**config.mk**
```make
export PLATFORM = sky130hd
export DESIGN_NAME = fb_scan_reader_flat
export DESIGN_NICKNAME = d
export VERILOG_FILES = /design/src/rtl/fb_scan_if.sv /design/src/rtl/fb_scan_reader.sv /design/src/flat_wrapper.sv
export SDC_FILE = /design/constraint.sdc
export NUM_CORES = 1
export LEC_CHECK = 0
export CAP_MARGIN = 20
export CORE_ASPECT_RATIO = 0.75
export CORE_UTILIZATION = 50
export DETAILED_ROUTE_END_ITERATION = 16
export HOLD_SLACK_MARGIN = 0.02
export PLACE_DENSITY_LB_ADDON = 0.05
export SLEW_MARGIN = 20
export SYNTH_ARGS = -nofsm -noshare
export SYNTH_HDL_FRONTEND = slang
export SYNTH_SLANG_ARGS = --single-unit
export TNS_END_PERCENT = 100
```
**constraint.sdc**
```tcl
create_clock -name i_clk -period 2.3 [get_ports i_clk]
set_clock_uncertainty 0.1 [all_clocks]
set_input_delay 0.345 -clock i_clk [delete_from_list [all_inputs] [get_ports i_clk]]
set_output_delay 0.345 -clock i_clk [all_outputs]
set_load 0.02 [all_outputs]
```
**src/rtl/fb_scan_if.sv**
```systemverilog
// Frame-buffer read port shared by fb_scan_reader (master) and the frame buffer (slave).
interface fb_scan_if;
  logic        i_frame_ready;
  logic [11:0] i_read_data;
  logic        o_read_req;
  logic [9:0]  o_read_x;
  logic [8:0]  o_read_y;

  modport master (input i_frame_ready, input i_read_data,
                  output o_read_req, output o_read_x, output o_read_y);
  modport slave  (output i_frame_ready, output i_read_data,
                  input o_read_req, input o_read_x, input o_read_y);
endinterface

```
**src/rtl/fb_scan_reader.sv**
```systemverilog
// HDMI-domain frame-buffer scan-out: raster timing, 2:1 upscaled reads, RGB444->RGB888 output.
// Optional macro FB_SCAN_TEST_PATTERN_EN shows colour bars before the first frame is displayed.
module fb_scan_reader #(
  parameter int H_ACTIVE     = 640,
  parameter int H_FP         = 16,
  parameter int H_SYNC       = 96,
  parameter int H_BP         = 48,
  parameter int V_ACTIVE     = 480,
  parameter int V_FP         = 10,
  parameter int V_SYNC       = 2,
  parameter int V_BP         = 33,
  parameter int SRC_WIDTH    = 320,
  parameter int SRC_HEIGHT   = 240,
  parameter int READ_LATENCY = 1
) (
  input  logic        i_clk,
  input  logic        i_rst,
  fb_scan_if.master   fb,
  output logic        o_hsync,
  output logic        o_vsync,
  output logic        o_de,
  output logic [23:0] o_rgb,
  output logic        o_frame_start
);

  localparam int H_TOTAL = H_ACTIVE + H_FP + H_SYNC + H_BP;
  localparam int V_TOTAL = V_ACTIVE + V_FP + V_SYNC + V_BP;
  localparam int HW      = $clog2(H_TOTAL);
  localparam int VW      = $clog2(V_TOTAL);
  localparam int PD      = READ_LATENCY + 1;

  localparam logic [HW-1:0] H_LAST = HW'(H_TOTAL - 1);
  localparam logic [HW-1:0] H_VIS  = HW'(H_ACTIVE);
  localparam logic [HW-1:0] HS_BEG = HW'(H_ACTIVE + H_FP);
  localparam logic [HW-1:0] HS_END = HW'(H_ACTIVE + H_FP + H_SYNC);
  localparam logic [VW-1:0] V_LAST = VW'(V_TOTAL - 1);
  localparam logic [VW-1:0] V_VIS  = VW'(V_ACTIVE);
  localparam logic [VW-1:0] VS_BEG = VW'(V_ACTIVE + V_FP);
  localparam logic [VW-1:0] VS_END = VW'(V_ACTIVE + V_FP + V_SYNC);
  localparam logic [9:0]    X_MAX  = 10'(SRC_WIDTH - 1);
  localparam logic [8:0]    Y_MAX  = 9'(SRC_HEIGHT - 1);

  typedef enum logic [1:0] {
    WAIT_FRAME = 2'd0,
    ARMED      = 2'd1,
    DISPLAY    = 2'd2
  } state_t;

  function automatic logic [23:0] rgb444_to_888(input logic [11:0] p);
    return {p[11:8], p[11:8], p[7:4], p[7:4], p[3:0], p[3:0]};
  endfunction

  state_t          r_state;
  state_t          w_state_next;
  logic [HW-1:0]   r_h_cnt;
  logic [VW-1:0]   r_v_cnt;
  logic            w_last;
  logic            w_act;
  logic            w_hs;
  logic            w_vs;
  logic            w_first;
  logic            w_req;
  logic [9:0]      w_src_x_raw;
  logic [8:0]      w_src_y_raw;
  logic [9:0]      w_src_x;
  logic [8:0]      w_src_y;
  logic [9:0]      r_read_x;
  logic [8:0]      r_read_y;
  logic [PD:0]     r_act_p;
  logic [PD:0]     r_hs_p;
  logic [PD:0]     r_vs_p;
  logic [PD:0]     r_first_p;
  logic [PD:0]     r_req_p;
  logic [23:0]     w_rgb_next;
  logic [23:0]     r_rgb;

  always_ff @(posedge i_clk or posedge i_rst) begin
    if (i_rst) begin
      r_h_cnt <= {HW{1'b0}};
      r_v_cnt <= {VW{1'b0}};
    end else if (r_h_cnt == H_LAST) begin
      r_h_cnt <= {HW{1'b0}};
      if (r_v_cnt == V_LAST) r_v_cnt <= {VW{1'b0}};
      else                   r_v_cnt <= r_v_cnt + 1'b1;
    end else begin
      r_h_cnt <= r_h_cnt + 1'b1;
    end
  end

  always_comb begin
    w_last      = (r_h_cnt == H_LAST) && (r_v_cnt == V_LAST);
    w_act       = (r_h_cnt < H_VIS) && (r_v_cnt < V_VIS);
    w_hs        = !((r_h_cnt >= HS_BEG) && (r_h_cnt < HS_END));
    w_vs        = !((r_v_cnt >= VS_BEG) && (r_v_cnt < VS_END));
    w_first     = (r_h_cnt == {HW{1'b0}}) && (r_v_cnt == {VW{1'b0}});
    w_req       = w_act && (r_state == DISPLAY);
    w_src_x_raw = 10'(r_h_cnt >> 1);
    w_src_y_raw = 9'(r_v_cnt >> 1);
    if (w_src_x_raw > X_MAX) w_src_x = X_MAX;
    else                     w_src_x = w_src_x_raw;
    if (w_src_y_raw > Y_MAX) w_src_y = Y_MAX;
    else                     w_src_y = w_src_y_raw;
  end

  always_ff @(posedge i_clk or posedge i_rst) begin
    if (i_rst) r_state <= WAIT_FRAME;
    else       r_state <= w_state_next;
  end

  // Arming waits for the raster wrap so display always begins at pixel (0,0).
  always_comb begin
    w_state_next = r_state;
    case (r_state)
      WAIT_FRAME: begin
        if (fb.i_frame_ready) w_state_next = ARMED;
        else                  w_state_next = WAIT_FRAME;
      end
      ARMED: begin
        if (w_last) w_state_next = DISPLAY;
        else        w_state_next = ARMED;
      end
      DISPLAY: w_state_next = DISPLAY;
      default: w_state_next = WAIT_FRAME;
    endcase
  end

  // Index 0 is the request stage; index PD lines up with data returned READ_LATENCY later.
  always_ff @(posedge i_clk or posedge i_rst) begin
    if (i_rst) begin
      r_act_p   <= {(PD+1){1'b0}};
      r_hs_p    <= {(PD+1){1'b1}};
      r_vs_p    <= {(PD+1){1'b1}};
      r_first_p <= {(PD+1){1'b0}};
      r_req_p   <= {(PD+1){1'b0}};
      r_read_x  <= 10'd0;
      r_read_y  <= 9'd0;
      r_rgb     <= 24'h000000;
    end else begin
      r_act_p   <= {r_act_p[PD-1:0], w_act};
      r_hs_p    <= {r_hs_p[PD-1:0], w_hs};
      r_vs_p    <= {r_vs_p[PD-1:0], w_vs};
      r_first_p <= {r_first_p[PD-1:0], w_first};
      r_req_p   <= {r_req_p[PD-1:0], w_req};
      r_rgb     <= w_rgb_next;
      if (w_req) begin
        r_read_x <= w_src_x;
        r_read_y <= w_src_y;
      end
    end
  end

`ifdef FB_SCAN_TEST_PATTERN_EN
  localparam int BAR_W = H_ACTIVE / 8;

  function automatic logic [23:0] bar_colour(input logic [2:0] bar);
    case (bar)
      3'd0:    return 24'hFFFFFF;
      3'd1:    return 24'hFFFF00;
      3'd2:    return 24'h00FFFF;
      3'd3:    return 24'h00FF00;
      3'd4:    return 24'hFF00FF;
      3'd5:    return 24'hFF0000;
      3'd6:    return 24'h0000FF;
      default: return 24'h000000;
    endcase
  endfunction

  logic [2:0] w_bar;
  logic [2:0] r_bar_p [PD:0];

  always_comb begin
    w_bar = 3'(int'(r_h_cnt) / BAR_W);
  end

  always_ff @(posedge i_clk or posedge i_rst) begin
    if (i_rst) begin
      for (int i = 0; i <= PD; i++) r_bar_p[i] <= 3'd0;
    end else begin
      r_bar_p[0] <= w_bar;
      for (int i = 1; i <= PD; i++) r_bar_p[i] <= r_bar_p[i-1];
    end
  end
`endif

  // A visible pixel without a request can only occur before DISPLAY.
  always_comb begin
    w_rgb_next = 24'h000000;
    if (r_req_p[PD-1]) begin
      w_rgb_next = rgb444_to_888(fb.i_read_data);
    end else if (r_act_p[PD-1]) begin
`ifdef FB_SCAN_TEST_PATTERN_EN
      w_rgb_next = bar_colour(r_bar_p[PD-1]);
`else
      w_rgb_next = 24'h000000;
`endif
    end else begin
      w_rgb_next = 24'h000000;
    end
  end

  assign fb.o_read_req = r_req_p[0];
  assign fb.o_read_x   = r_read_x;
  assign fb.o_read_y   = r_read_y;
  assign o_de          = r_act_p[PD];
  assign o_hsync       = r_hs_p[PD];
  assign o_vsync       = r_vs_p[PD];
  assign o_frame_start = r_first_p[PD];
  assign o_rgb         = r_rgb;

endmodule

```
**src/flat_wrapper.sv**
```systemverilog
// flat-port wrapper written by rule: the top's interface ports become plain ports
module fb_scan_reader_flat 
#(
  parameter int H_ACTIVE     = 640,
  parameter int H_FP         = 16,
  parameter int H_SYNC       = 96,
  parameter int H_BP         = 48,
  parameter int V_ACTIVE     = 480,
  parameter int V_FP         = 10,
  parameter int V_SYNC       = 2,
  parameter int V_BP         = 33,
  parameter int SRC_WIDTH    = 320,
  parameter int SRC_HEIGHT   = 240,
  parameter int READ_LATENCY = 1
)
  (i_clk, i_rst, o_hsync, o_vsync, o_de, o_rgb, o_frame_start, fb_i_frame_ready, fb_i_read_data, fb_o_read_req, fb_o_read_x, fb_o_read_y);
  fb_scan_if fb_i ();
  input  logic i_clk;
  input  logic i_rst;
  output logic o_hsync;
  output logic o_vsync;
  output logic o_de;
  output logic [23:0] o_rgb;
  output logic o_frame_start;
  input wire logic [$bits(fb_i.i_frame_ready)-1:0] fb_i_frame_ready;
  input wire logic [$bits(fb_i.i_read_data)-1:0] fb_i_read_data;
  output wire logic [$bits(fb_i.o_read_req)-1:0] fb_o_read_req;
  output wire logic [$bits(fb_i.o_read_x)-1:0] fb_o_read_x;
  output wire logic [$bits(fb_i.o_read_y)-1:0] fb_o_read_y;
  assign fb_i.i_frame_ready = fb_i_frame_ready;
  assign fb_i.i_read_data = fb_i_read_data;
  assign fb_o_read_req = fb_i.o_read_req;
  assign fb_o_read_x = fb_i.o_read_x;
  assign fb_o_read_y = fb_i.o_read_y;
  fb_scan_reader #(.H_ACTIVE(H_ACTIVE), .H_FP(H_FP), .H_SYNC(H_SYNC), .H_BP(H_BP), .V_ACTIVE(V_ACTIVE), .V_FP(V_FP), .V_SYNC(V_SYNC), .V_BP(V_BP), .SRC_WIDTH(SRC_WIDTH), .SRC_HEIGHT(SRC_HEIGHT), .READ_LATENCY(READ_LATENCY)) u_core (.i_clk(i_clk), .i_rst(i_rst), .fb(fb_i), .o_hsync(o_hsync), .o_vsync(o_vsync), .o_de(o_de), .o_rgb(o_rgb), .o_frame_start(o_frame_start));
endmodule
```
==> results of run 1 <==
[routing by layer]
metal | routed length, um | global-route usage (%)
met1 | 2430 | 26.6
met4 | 49 | 8.87
met2 | 2300 | 28.4
met5 | 0 | 0
met3 | 361 | 6.82
[state kept, by name, summed over array words and instances, names as in the netlist]
register,cells
u_core.o_rgb,12
u_core.r_h_cnt,10
u_core.r_v_cnt,10
u_core.fb.o_read_x,9
u_core.fb.o_read_y,9
u_core.r_act_p,3
u_core.r_first_p,3
u_core.r_hs_p,3
u_core.r_vs_p,3
u_core.r_req_p,2
u_core.r_state,2
[stage by stage]
stage / hold slack, ns / utilization [%] / worst slack, ns / power (mW)
2_1_floorplan: 0.231 / - / 0.210 / 1.20
3_3_place_gp: 0.234 / 63.2 / 0.361 / 1.23
3_5_place_dp: 0.236 / 63.2 / 0.310 / 1.23
4_1_cts: 0.253 / 67.4 / 0.282 / 2.32
5_1_grt: 0.258 / 67.4 / 0.171 / 2.37
6_report: 0.249 / 67.4 / 0.279 / 2.28
[worst reg2reg max path, delay by kind of cell, from the launching register on]
kind	cells	cell delay, ns
simple gates	2	0.44
buf+inv	2	0.51
compound gates	2	0.45
flops	1	0.46
[power breakdown]
group	internal [mW]	switching, mW	leakage (nW)
Sequential	1.16	0.0000000000000000583	0.866
Combinational	0.0242	0.0257	0.653
Clock	0.641	0.433	0.112
[cell type report]
class                   count  area, um2  share of cell area (%)
clock buffers              10        138                    3.79
multi-input cells         135        958                    26.4
well taps                  75       93.8                    2.59
clock inverters             6       90.1                    2.48
repair buffers             65        653                    18.0
flip-flops and latches     66       1660                    45.7
inverters                  10       37.5                    1.03
[worst min-delay path by stage]
stage / from / endpoint / slack, ns / cells after the start
CTS: u_core.r_act_p[1]$_DFF_PP0_ / u_core.r_act_p[2]$_DFF_PP0_ / 0.25 / 0
floorplan: u_core.r_act_p[0]$_DFF_PP0_ / u_core.r_act_p[1]$_DFF_PP0_ / 0.23 / 0
global route: u_core.r_act_p[0]$_DFF_PP0_ / u_core.r_act_p[1]$_DFF_PP0_ / 0.26 / 0
finish: u_core.r_first_p[1]$_DFF_PP0_ / u_core.r_first_p[2]$_DFF_PP0_ / 0.25 / 0
detailed placement: u_core.r_act_p[1]$_DFF_PP0_ / u_core.r_act_p[2]$_DFF_PP0_ / 0.24 / 0
global placement: u_core.r_first_p[0]$_DFF_PP0_ / u_core.r_first_p[1]$_DFF_PP0_ / 0.23 / 0
[cell usage in the layout (no fill, tap or decap), drive strengths merged, types with 8 or more instances in the layout]
| cell | synthesis | layout |
|---|---|---|
| mux2 | 8 | 8 |
| nand3 | 14 | 14 |
| clkdlybuf4s50 | 0 | 61 |
| dfrtp | 60 | 60 |
| nor4 | 8 | 8 |
| inv | 10 | 10 |
| nor2 | 28 | 28 |
| clkbuf | 3 | 10 |
| and2 | 13 | 13 |
| xnor2 | 9 | 9 |
[kinds of logic after synthesis]
logic type	share of synthesized area, %
xor+xnor	4.04
fa+ha+maj	1.78
buf+inv	7.46
simple gates	20.0
other cells	0.133
mux	3.20
flops	58.9
compound gates	4.57
==> results.cfg, run 1 <==
[outcome]
status = finished, final reports clean

[synth]
asyncSetResetFlopFracSynth_pct = 100
syn_area_per_cell_um2 = 12.0
most_frequent_cell_after_synthesis = dfrtp_1
netlist_area_um2 = 2820
synth.net_count = 254
synth_cells = 235
dominantRegCellSynth = dfrtp_1
synth.lib_cells_used.distinct = 43
netlist.top_cell.by_area = dfrtp_1
synth_area_leaders = dfrtp_1, dfstp_2, buf_4
yosysTopAreaCellShare_pct = 53.3
post_synthesis_sequential_element_count = 66
yosys-top-cells-count = dfrtp_1, nor2_1, buf_4
ys_seq_area_share_pct = 58.9
synth-edff-count = 0
yosys_warning_count = 0

[cts]
post-cts-setup-buffer-count = 0
cts-root-buf = clkbuf_8
cts_inserted_buffers = 9
cts_htree_levels = 3
cts.clk_slew.worst_paths_ns = 0.07
tritoncts_num_sinks = 66
number_of_hold_repair_buffers_added_at_the_cts_stage = 0
ctsResizeCount = 0
clock_latency_ns = 0.34
tritoncts_clock_tree = yes
max-clock-path-buffers = 2

[global_routing]
grt_pass1_wl_um = 8390
grt_start_max_net_pins = 67
grt_util_all_layers_pct = 19.7
number_of_global_route_vias_before_repair = 1660
initial_antenna_violation_count = 0
grt_remaining_overflow = 0

[timing]
setup_tns_final_ns = 0
maxSlewHeadroom_pct = 65.8
max_slew.worst_pin.slew_ns = 0.509
setup_viol_count_final = 0
finalCritPeriodShare_pct = 87.9
setup_repair_after_global_routing_missed_its_margin = no
finalCriticalPeriod_ns = 2.02
final-hold-violation-count = 0
highest_achievable_clock_rate_mhz = 495
final_max_tran_viols = 0

[layout]
fillCellCount = 423
finish.instance_area_um2 = 3630
nets = 306
area.growth.synth_to_final_pct = 28.8
antenna_cells_inserted = 0
final_cell_count_no_fill = 367
post_route_cells_drive_above_1_share_pct = 15.8

[critical_path]
cpPeakStageDelay_ns = 0.46
timing.critical_path.required_ns = 2.46
critical_path_peak_fanout = 14
cpMaxStageDelayCell = dfrtp_1
path_delay_family = buffers and inverters
crit_chain = a41o_1, nor4b_4, buf_4, buf_4, nor2_1, a31oi_2
rrSetupSlack_ns = 0.28
worstSetupStartpointType = flop
critical_path.endpoint_type = flop
path_depth = 6
timing.critical_path.from = u_core.r_v_cnt[6]$_DFFE_PP0N_
critical_path_buf_inv_count = 2
crit_end = u_core.fb.o_read_y[0]$_DFFE_PP0P_
r2r_cells = 6
arrival_ns = 2.18
path_class = reg2reg
r2r-end = u_core.fb.o_read_y[0]$_DFFE_PP0P_
worst_path_most_repeated_cell = buf_4
startpoint_of_the_most_critical_register_to_register_path = u_core.r_v_cnt[6]$_DFFE_PP0N_

[die]
die_x_um = 88.7
die_h_um = 67.0
coreArea_um2 = 5380
core.rowCount = 23
io_pins = 63
design.die.area_um2 = 5950
start_util_pct = 52.4

[pwr]
power-per-cell-area_nw_per_um2 = 629
cellLeakagePower_nw = 1.63
irDropWorstVdd_mv = 0.395

[route]
drt_drc_violations_left = 0
routedWlPerCell_um = 14.0
post_drt_via_cell_ratio = 5.04
detail_route.first_pass.iterations = 4
drt-initial-drc-count = 95
drtAntennaViolNets = 0
wirelength_um = 5140
via_count = 1849

[place]
dp_hpwl_um = 3570
detailed_place.area_um2 = 3400
port_buffers = 61
placed_cells = 351
gp_congestion = 0.778

[hold_path]
min_path_type = reg2reg

[job]
drv_cap = 0
No activity file was read; power rests on OpenSTA's default activity.
==> run 2, diff against run 1 <==
--- a/config.mk
+++ b/config.mk
@@ -5,6 +5,7 @@
 export SDC_FILE = /design/constraint.sdc
 export NUM_CORES = 1
 export LEC_CHECK = 0
+export ABC_CLOCK_PERIOD_IN_PS = 2300
 export CAP_MARGIN = 20
 export CORE_ASPECT_RATIO = 0.75
 export CORE_UTILIZATION = 50
==> results of run 2 <==
Final layout, timing and power as in run 1 (identical DEF).
